===== src/rtl/alu_pipe_if.sv =====
// alu_pipe_if: operand/result handshake bundle for alu_pipe.
//   Operand side : in_valid, in_ready, a, b, op
//   Result side  : out_valid, out_ready, result, zero, carry, negative, overflow
//   master modport: the producer/consumer around the ALU (decode stage / writeback).
//   slave  modport: the ALU itself.
interface alu_pipe_if #(
  parameter int WIDTH = 8
);
  logic             in_valid;
  logic             in_ready;
  logic [WIDTH-1:0] a;
  logic [WIDTH-1:0] b;
  logic [2:0]       op;
  logic             out_valid;
  logic             out_ready;
  logic [WIDTH-1:0] result;
  logic             zero;
  logic             carry;
  logic             negative;
  logic             overflow;

  modport master (
    output in_valid, a, b, op, out_ready,
    input  in_ready, out_valid, result, zero, carry, negative, overflow
  );

  modport slave (
    input  in_valid, a, b, op, out_ready,
    output in_ready, out_valid, result, zero, carry, negative, overflow
  );
endinterface


===== src/rtl/alu_pipe.sv =====
// alu_pipe: registered ALU with valid/ready handshakes on operands and results.
//   clk    : rising-edge clock
//   rst_n  : asynchronous active-low reset
//   bus    : alu_pipe_if.slave (in_valid/in_ready/a/b/op in,
//            out_valid/out_ready/result/zero/carry/negative/overflow out)
// Opcodes: 000 add, 001 mul (or add), 010 sub, 011 xor, 100 and, 101 or,
//          110 shl, 111 shr (logical); shift amount is b[SHW-1:0].
// Build option: define ALU_MUL_EN to make op 001 an iterative unsigned
//   shift-add multiply (result valid WIDTH+1 cycles after accept); without it
//   op 001 is a single-cycle add.
module alu_pipe #(
  parameter int  WIDTH = 8,
  localparam int SHW   = $clog2(WIDTH)
) (
  input logic       clk,
  input logic       rst_n,
  alu_pipe_if.slave bus
);

`ifdef ALU_MUL_EN
  typedef enum logic [1:0] {IDLE, FULL, MUL} state_t;
`else
  typedef enum logic [1:0] {IDLE, FULL} state_t;
`endif

  state_t           r_state;
  logic             r_out_valid;
  logic [WIDTH-1:0] r_result;
  logic             r_zero;
  logic             r_carry;
  logic             r_neg;
  logic             r_ovf;

  logic             w_in_ready;
  logic             w_accept;
  logic             w_complete;
  logic [SHW-1:0]   w_shamt;
  logic [WIDTH:0]   w_add;
  logic [WIDTH:0]   w_sub;
  logic [WIDTH:0]   w_shl;
  logic [WIDTH:0]   w_shr;
  logic [WIDTH-1:0] w_res;
  logic             w_c;
  logic             w_v;

  assign bus.out_valid = r_out_valid;
  assign bus.result    = r_result;
  assign bus.zero      = r_zero;
  assign bus.carry     = r_carry;
  assign bus.negative  = r_neg;
  assign bus.overflow  = r_ovf;

`ifdef ALU_MUL_EN
  assign w_in_ready = (r_state != MUL) && (!r_out_valid || bus.out_ready);
`else
  assign w_in_ready = !r_out_valid || bus.out_ready;
`endif
  assign bus.in_ready = w_in_ready;
  assign w_accept     = bus.in_valid && w_in_ready;
  assign w_complete   = r_out_valid && bus.out_ready;

  // Single-cycle datapath. The extra top bit of the add/sub/shl results is the
  // carry/borrow/shifted-out bit; for shr an extra bottom bit catches the last
  // bit shifted out. A zero shift amount leaves those extra bits at 0.
  always_comb begin
    w_shamt = bus.b[SHW-1:0];
    w_add   = {1'b0, bus.a} + {1'b0, bus.b};
    w_sub   = {1'b0, bus.a} - {1'b0, bus.b};
    w_shl   = {1'b0, bus.a} << w_shamt;
    w_shr   = {bus.a, 1'b0} >> w_shamt;
    w_res   = w_add[WIDTH-1:0];
    w_c     = w_add[WIDTH];
    w_v     = (bus.a[WIDTH-1] == bus.b[WIDTH-1]) && (w_add[WIDTH-1] != bus.a[WIDTH-1]);
    case (bus.op)
      3'b010: begin
        w_res = w_sub[WIDTH-1:0];
        w_c   = w_sub[WIDTH];
        w_v   = (bus.a[WIDTH-1] != bus.b[WIDTH-1]) && (w_sub[WIDTH-1] != bus.a[WIDTH-1]);
      end
      3'b011: begin
        w_res = bus.a ^ bus.b;
        w_c   = 1'b0;
        w_v   = 1'b0;
      end
      3'b100: begin
        w_res = bus.a & bus.b;
        w_c   = 1'b0;
        w_v   = 1'b0;
      end
      3'b101: begin
        w_res = bus.a | bus.b;
        w_c   = 1'b0;
        w_v   = 1'b0;
      end
      3'b110: begin
        w_res = w_shl[WIDTH-1:0];
        w_c   = w_shl[WIDTH];
        w_v   = 1'b0;
      end
      3'b111: begin
        w_res = w_shr[WIDTH:1];
        w_c   = w_shr[0];
        w_v   = 1'b0;
      end
      default: ; // add (000, and 001 when the multiplier is not built)
    endcase
  end

`ifdef ALU_MUL_EN
  localparam logic [SHW:0] CNT_LAST = (SHW+1)'(WIDTH);

  logic [WIDTH-1:0]   r_mcand;
  logic [2*WIDTH-1:0] r_acc;
  logic [SHW:0]       r_cnt;
  logic               w_is_mul;
  logic [WIDTH:0]     w_mul_sum;
  logic [2*WIDTH-1:0] w_mul_next;

  assign w_is_mul = (bus.op == 3'b001);

  // Right-shifting multiplier: the low half starts as the multiplier and is
  // consumed LSB-first while partial sums accumulate in the high half.
  always_comb begin
    w_mul_sum  = {1'b0, r_acc[2*WIDTH-1:WIDTH]} + (r_acc[0] ? {1'b0, r_mcand} : '0);
    w_mul_next = {w_mul_sum, r_acc[WIDTH-1:1]};
  end
`endif

  always_ff @(posedge clk or negedge rst_n) begin
    if (!rst_n) begin
      r_state     <= IDLE;
      r_out_valid <= 1'b0;
      r_result    <= '0;
      r_zero      <= 1'b0;
      r_carry     <= 1'b0;
      r_neg       <= 1'b0;
      r_ovf       <= 1'b0;
`ifdef ALU_MUL_EN
      r_mcand     <= '0;
      r_acc       <= '0;
      r_cnt       <= '0;
`endif
    end else begin
`ifdef ALU_MUL_EN
      // WIDTH step cycles, then one cycle to publish the product.
      if (r_state == MUL) begin
        if (r_cnt == CNT_LAST) begin
          r_result    <= r_acc[WIDTH-1:0];
          r_zero      <= (r_acc[WIDTH-1:0] == '0);
          r_carry     <= |r_acc[2*WIDTH-1:WIDTH];
          r_neg       <= r_acc[WIDTH-1];
          r_ovf       <= 1'b0;
          r_out_valid <= 1'b1;
          r_cnt       <= '0;
          r_state     <= FULL;
        end else begin
          r_acc <= w_mul_next;
          r_cnt <= r_cnt + 1'b1;
        end
      end else if (w_accept && w_is_mul) begin
        r_mcand     <= bus.a;
        r_acc       <= {{WIDTH{1'b0}}, bus.b};
        r_cnt       <= '0;
        r_out_valid <= 1'b0;
        r_state     <= MUL;
      end else
`endif
      if (w_accept) begin
        r_result    <= w_res;
        r_zero      <= (w_res == '0);
        r_carry     <= w_c;
        r_neg       <= w_res[WIDTH-1];
        r_ovf       <= w_v;
        r_out_valid <= 1'b1;
        r_state     <= FULL;
      end else if (w_complete) begin
        r_out_valid <= 1'b0;
        r_state     <= IDLE;
      end
    end
  end

endmodule

===== src/flat_wrapper.sv =====
// flat-port wrapper written by rule: the top's interface ports become plain ports
module alu_pipe_flat 
#(
  parameter int  WIDTH = 8,
  localparam int SHW   = $clog2(WIDTH)
)
  (clk, rst_n, bus_in_valid, bus_a, bus_b, bus_op, bus_out_ready, bus_in_ready, bus_out_valid, bus_result, bus_zero, bus_carry, bus_negative, bus_overflow);
  alu_pipe_if #(.WIDTH(WIDTH)) bus_i ();
  input logic clk;
  input logic rst_n;
  input wire logic [$bits(bus_i.in_valid)-1:0] bus_in_valid;
  input wire logic [$bits(bus_i.a)-1:0] bus_a;
  input wire logic [$bits(bus_i.b)-1:0] bus_b;
  input wire logic [$bits(bus_i.op)-1:0] bus_op;
  input wire logic [$bits(bus_i.out_ready)-1:0] bus_out_ready;
  output wire logic [$bits(bus_i.in_ready)-1:0] bus_in_ready;
  output wire logic [$bits(bus_i.out_valid)-1:0] bus_out_valid;
  output wire logic [$bits(bus_i.result)-1:0] bus_result;
  output wire logic [$bits(bus_i.zero)-1:0] bus_zero;
  output wire logic [$bits(bus_i.carry)-1:0] bus_carry;
  output wire logic [$bits(bus_i.negative)-1:0] bus_negative;
  output wire logic [$bits(bus_i.overflow)-1:0] bus_overflow;
  assign bus_i.in_valid = bus_in_valid;
  assign bus_i.a = bus_a;
  assign bus_i.b = bus_b;
  assign bus_i.op = bus_op;
  assign bus_i.out_ready = bus_out_ready;
  assign bus_in_ready = bus_i.in_ready;
  assign bus_out_valid = bus_i.out_valid;
  assign bus_result = bus_i.result;
  assign bus_zero = bus_i.zero;
  assign bus_carry = bus_i.carry;
  assign bus_negative = bus_i.negative;
  assign bus_overflow = bus_i.overflow;
  alu_pipe #(.WIDTH(WIDTH)) u_core (.clk(clk), .rst_n(rst_n), .bus(bus_i));
endmodule

===== config.mk =====
export PLATFORM = sky130hd
export DESIGN_NAME = alu_pipe_flat
export DESIGN_NICKNAME = d
export VERILOG_FILES = /design/src/rtl/alu_pipe_if.sv /design/src/rtl/alu_pipe.sv /design/src/flat_wrapper.sv
export SDC_FILE = /design/constraint.sdc
export NUM_CORES = 1
export LEC_CHECK = 0
export BUFFER_PORTS_ARGS = -buffer_cell sky130_fd_sc_hd__buf_2
export CAP_MARGIN = 10
export CORE_ASPECT_RATIO = 1.1
export CORE_MARGIN = 2
export CORE_UTILIZATION = 41
export CTS_CLUSTER_DIAMETER = 80
export DETAILED_ROUTE_END_ITERATION = 12
export SYNTH_ARGS = -nofsm -noshare
export SYNTH_HDL_FRONTEND = slang
export SYNTH_SLANG_ARGS = --single-unit

===== constraint.sdc =====
create_clock -name clk -period 2.27 [get_ports clk]
set_clock_uncertainty 0.1 [all_clocks]
set_input_delay 0.454 -clock clk [delete_from_list [all_inputs] [get_ports clk]]
set_output_delay 0.454 -clock clk [all_outputs]
set_load 0.03 [all_outputs]

### Yosys cells after proc, flatten, opt, wreduce, memory -nomap -nowiden

Index checks and enable logic that the tools add are counted.

| storage, ports and cells | value |
|---|---|
| output and inout bits | 14 |
| register bits after elaboration | 13 |
| bits of input ports | 23 |

| operators by class | value |
|---|---|
| mux-type cells | 5 |
| equality and inequality tests | 10 |
| shifts and indexed selects | 2 |
| $add $sub $neg | 2 |
| reduce and logical (&&, ||, !) cells | 10 |
| bitwise gates (word level) | 3 |

Operators by type and width:

| cell | count |
|---|---|
| $pmux W8 S6 | 1 |
| $eq A3 B3 Y1 const B | 4 |
| $add A8 B8 Y9 | 1 |
| $shl A8 B3 Y9 | 1 |
| $shr A9 B3 Y9 | 1 |
| $sub A8 B8 Y9 | 1 |
| $and A8 B8 Y8 | 1 |
| $logic_not A8 Y1 | 1 |
| $or A8 B8 Y8 | 1 |
| $xor A8 B8 Y8 | 1 |
| $eq A3 B2 Y1 const B | 2 |
| $reduce_or A5 Y1 | 1 |
| $logic_and A1 B1 Y1 | 4 |
| $pmux W1 S4 | 1 |
| $ne A1 B1 Y1 | 3 |
| $reduce_or A3 Y1 | 1 |
| $mux W1 | 2 |
| $pmux W1 S2 | 1 |
| $reduce_bool A2 Y1 | 1 |
| $eq A1 B1 Y1 | 1 |
| $logic_not A1 Y1 | 1 |
| $logic_or A1 B1 Y1 | 1 |

### Longest topological paths before layout

| logic depth | value |
|---|---|
| depth in word-level cells | 4 |
| mapped depth | 11 |

### Least setup slack after synthesis

No wires, ideal clock.

| timing | value |
|---|---|
| path kind | input-to-reg |
| start point | input bus_b[1] |
| end point | register u_core.r_zero (netlist: u_core.bus.zero) |
| cell stages on the path | 9 |
| data required time | 2.066 ns |
| arrival | 2.276 ns |
| setup time | 0.104 ns |
| setup slack | -0.210 ns |
| cell sequence | buf_2 inv_1 ha_1 a21oi_1 o2111ai_1 o211ai_1 a22o_1 mux2_2 o41ai_2 |

| between the ends | value |
|---|---|
| cells in the longest elaborated chain, start to end | 3 |

Ends and longest elaborated chain:

| element | RTL line | source |
|---|---|---|
| from (decl) | flat_wrapper.sv:13 | `input wire logic [$bits(bus_i.b)-1:0] bus_b;` |
| $add A8 B8 Y9, or another cell as far along | alu_pipe.sv:67 | `w_add = {1'b0, bus.a} + {1'b0, bus.b};` |
| $pmux W8 S6 (*) | alu_pipe.sv:74 | `case (bus.op)` |
| $logic_not A8 Y1 (*) | alu_pipe.sv:170 | `r_zero <= (w_res == '0);` |
| to (signal assigned) | alu_pipe.sv:170 |  |
| to (decl) | alu_pipe.sv:29 | `logic r_zero;` |

Every way passes the cells marked *; elsewhere a longest branch is shown, timed or not.
A chain may end at the register's enable or synchronous reset.

### Worst setup path after layout

Same ends and word-level chain as after synthesis.

==> summary by stage <==
Power and ir drop
The cell-internal power is around 770 uW. The share of total power dissipated in the clock network is 13.8%. For this design the ratio of total power to cell area is about 370 mW/mm2. The sequential cell fraction of total power is between 20 and 25%. IR analysis of the VDD net gives a maximum drop of roughly 0.23 mV. The analysis attributes to cell leakage a power of between 0.0015 and 0.002 uW. Combinational logic is responsible for between 60% and 70% of the overall power. The net load switching power is between 500 and 600 uW. Net switching is between 40 and 50% of the power.

Detailed routing
The violation count after the first detailed-routing iteration is 242. The post-route DRC violation count is 0. Dividing the detail-routed via count by the number of cells gives roughly 5.6. The first TritonRoute pass finished after 5 iterations. Detailed routing inserted a total of ~2.6k vias. The total detailed-routing wirelength is approximately 7600 um. In this run the remaining antenna-violating nets after routing total 0. The average wire per cell in the routed design is between 15 and 20 um.

Placed design
The post-detailed-placement half-perimeter wirelength is between 5000 and 6000 um. In this run the cell area measured after placement is about 0.0031 mm2. Before CTS, the worst setup slack after placement is -465 ps.

Input and output buffers added on the ports amount to 36. The final weighted congestion in routability-driven placement is approximately 0.91.

Timing
For the pin with the worst max-slew slack, the measured transition is between 500 and 600 ps. Of the available clock period, the critical path in the final layout requires 103%. Setup repair after global routing could not meet its margin everywhere. The final count of hold timing violations is 0. The maximum frequency from static timing analysis is approximately 430 MHz. The post-route minimum period is around 2300 ps. The final setup TNS is -70.9 ps.

The number of setup violations in the final report is 1. The setup slack of the critical path after layout is -70.9 ps. The normalized max-slew margin is around three fifths. The max-slew violation count is 0.

Yosys
After synthesis, the cell types taking the most area are sky130_fd_sc_hd__ha_1 (14%), sky130_fd_sc_hd__dfrtp_1 (13%), sky130_fd_sc_hd__mux4_1 (5.9%). Sequential elements use 13.5% of the synthesized area. The dominant synthesized flop cell is sky130_fd_sc_hd__dfrtp_1. The most frequently used cell type in the post-synthesis netlist is sky130_fd_sc_hd__nand2_1. The count of synthesis-stage warnings from yosys is 0.

Ranked by instance count, the synthesized netlist is headed by sky130_fd_sc_hd__nand2_1 (34), sky130_fd_sc_hd__ha_1 (25), sky130_fd_sc_hd__inv_1 (23). The mapped netlist covers between 0.002 and 0.0025 mm2. Synthesis produced roughly 280 cells. The biggest area contributor in the post-synthesis netlist is sky130_fd_sc_hd__ha_1. The synthesized flop and latch total is 12.

Synthesis produced a netlist with a net count of between 300 and 400. The number of flops mapped to enable cells by yosys is 0. Of the post-synthesis cell area, the dominant cell type holds between 10% and 20%. A synthesized cell averages approximately 8 um2.

Synthesis instantiated 58 different standard cells from the library. For this run, asynchronously set or reset flops after synthesis account for 100%.

Global routing
The initial antenna violation count came to 0. The first global-routing pass estimated between 10,000 and 15,000 um of wire. The combined global-route utilization of all metal layers is between 20% and 30%. The via count of the first global-routing pass is around 2.4k. The total grt overflow is 0. The largest net degree at the start of global routing is 15.

Worst setup path
Data on the critical path is required at its endpoint by around 2300 ps. The start point of the critical path is bus_b[1]. In this run the worst path has a maximum fanout of 5. The class of the most critical setup path is in -> reg. For the worst setup path, the data arrival time is ~2400 ps. The kind of end point of the critical path is a register. The startpoint type of the worst setup path is an input pin. The startpoint identified for the worst register-to-register timing path is u_core.bus.out_valid.

Floorplan
The core area is approximately 0.0053 mm2. During I/O placement, the number of pins put on the boundary was 37. The number of standard-cell rows in the floorplan is 28. The die covers slightly above 0.006 mm2. In this run the horizontal extent of the chip is ~74 um. The die boundary height is around 80 um. Once the floorplan was initialized, standard cells occupied a little over two fifths of the core.

CTS
For this design, the sink count on the clock tree is 12. The number of buffers inserted during clock tree synthesis is 3. The library cell used as clock root buffer is sky130_fd_sc_hd__clkbuf_8. Counting along the longest clock path gives a buffer depth of 2.

Clock-pin slew was measured on the worst setup and hold paths at approximately 50 ps. The later pin in the worst-skew pair is clocked with a latency of 230 ps. The CTS H-tree depth is 1.

The CTS tree is built.

Finish
The flip-flop and latch area is 300 um2. After routing the design area is between 0.003 and 0.004 mm2. 0 antenna diodes ended up in the layout.

Cells with a size suffix above 1 make up about half of the layout. After filler insertion, the fill cell instance count of the layout stands at between 400 and 500. Relative to the synthesized area, the layout overhead comes to 59.6%. The multi-input combinational cell area is between 0.002 and 0.0025 mm2. The final layout contains around 450 nets.

Flow run
Across the run, the number of max-cap violations was 0.

Status
The checks that failed: setup timing. The run finished, with violations left.

Worst hold path
In this run the worst hold path is classified as in -> reg. The source of the worst hold timing path is bus_in_valid.
[path summary, 6_finish.rpt]
check | slack (ps) | end | depth (start not counted)
worst max-delay path | -70 | u_core.bus.zero | 9
worst min-delay path | 340 | u_core.bus.out_valid | 2
worst max register to register | 580 | u_core.bus.zero | 6
worst min register to register | 370 | u_core.bus.result[5] | 2
max in group asynchronous | 1340 | u_core.bus.result[1] | 2
min in group asynchronous | 530 | u_core.bus.result[5] | 2
[cell type report]
class                   instances  area share [%]
multi-input cells             226            56.9
well taps                      75            2.64
repair buffers                131            28.3
inverters                      23            2.50
flip-flops and latches         12            8.45
clock buffers                   3            1.16
[critical path, stage by stage]
cell and delay (ps):
sky130_fd_sc_hd__buf_6 110, sky130_fd_sc_hd__buf_6 130, sky130_fd_sc_hd__mux2i_2 240, sky130_fd_sc_hd__mux2i_2 130, sky130_fd_sc_hd__a222oi_1 430, sky130_fd_sc_hd__nand4_1 240
sky130_fd_sc_hd__nor3_2 230, sky130_fd_sc_hd__nand4_1 110, sky130_fd_sc_hd__o41ai_2 290
[cell families after synthesis]
logic type / synth area share, %
muxes: 14.1
xor gates and xnor gates: 2.36
DFF: 13.5
AOI/OAI and AO/OA: 23.2
adders and majority gates: 15.9
buffers and inverters: 8.09
and+or+nand+nor: 22.9
[placed cells by master (no fill, tap or decap), drive strengths merged, types with 3 or more instances in the layout]
cell type	synthesis	layout
ha	25	25
a21o	3	3
mux4	9	9
a221oi	4	4
a211oi	3	3
clkbuf	4	5
inv	23	23
nand2b	7	7
a31oi	3	3
dfrtp	12	12
o21bai	3	3
buf	14	128
a21oi	15	15
and2	4	4
or3	3	3
nor3	10	10
nand2	34	34
nor2	19	19
mux2i	7	7
o211ai	4	4
o21ai	13	13
nand3	13	13
nand4	3	3
xnor2	4	4
[registers in the layout, indices dropped and copies added (netlist names)]
name,cells
u_core.bus.carry,1
u_core.bus.negative,1
u_core.bus.out_valid,1
u_core.bus.overflow,1
u_core.bus.result,7
u_core.bus.zero,1
[stage by stage]
stage	hold WS, ps	util, %	cells	power [uW]
CTS	336	63.2	468	1250
global placement	241	57.3	452	988
global route	345	66.7	470	1400
detailed placement	243	57.3	452	996
floorplan	58.4	-	279	697
finish	339	66.7	470	1310
[power by group through the flow]
| stage | Combinational, uW | Clock (uW) | Sequential, uW |
|---|---|---|---|
| finish | 863 | 181 | 266 |
| global route | 927 | 204 | 271 |
| CTS | 794 | 188 | 268 |
| detailed placement | 725 | 0 | 271 |
| global placement | 719 | 0 | 269 |
| floorplan | 354 | 0 | 343 |
[layer usage]
metal	global-route usage, %	vias to the layer above	routed length [um]
met5	0	-	0
met4	8.93	0	142
met3	1.12	12	372
met2	44.4	102	3890
met1	31.7	1243	3150
li1	-	1256	-
[what timing repair did]
item	4_1_cts	5_1_grt
endpoints found under the hold margin	12	0
resized for setup	38	43
setup endpoints to repair	6	7
hold buffers	1	0
pin swaps	19	21
setup buffers	12	4
Note: power is estimated with default switching activity, not from simulation.
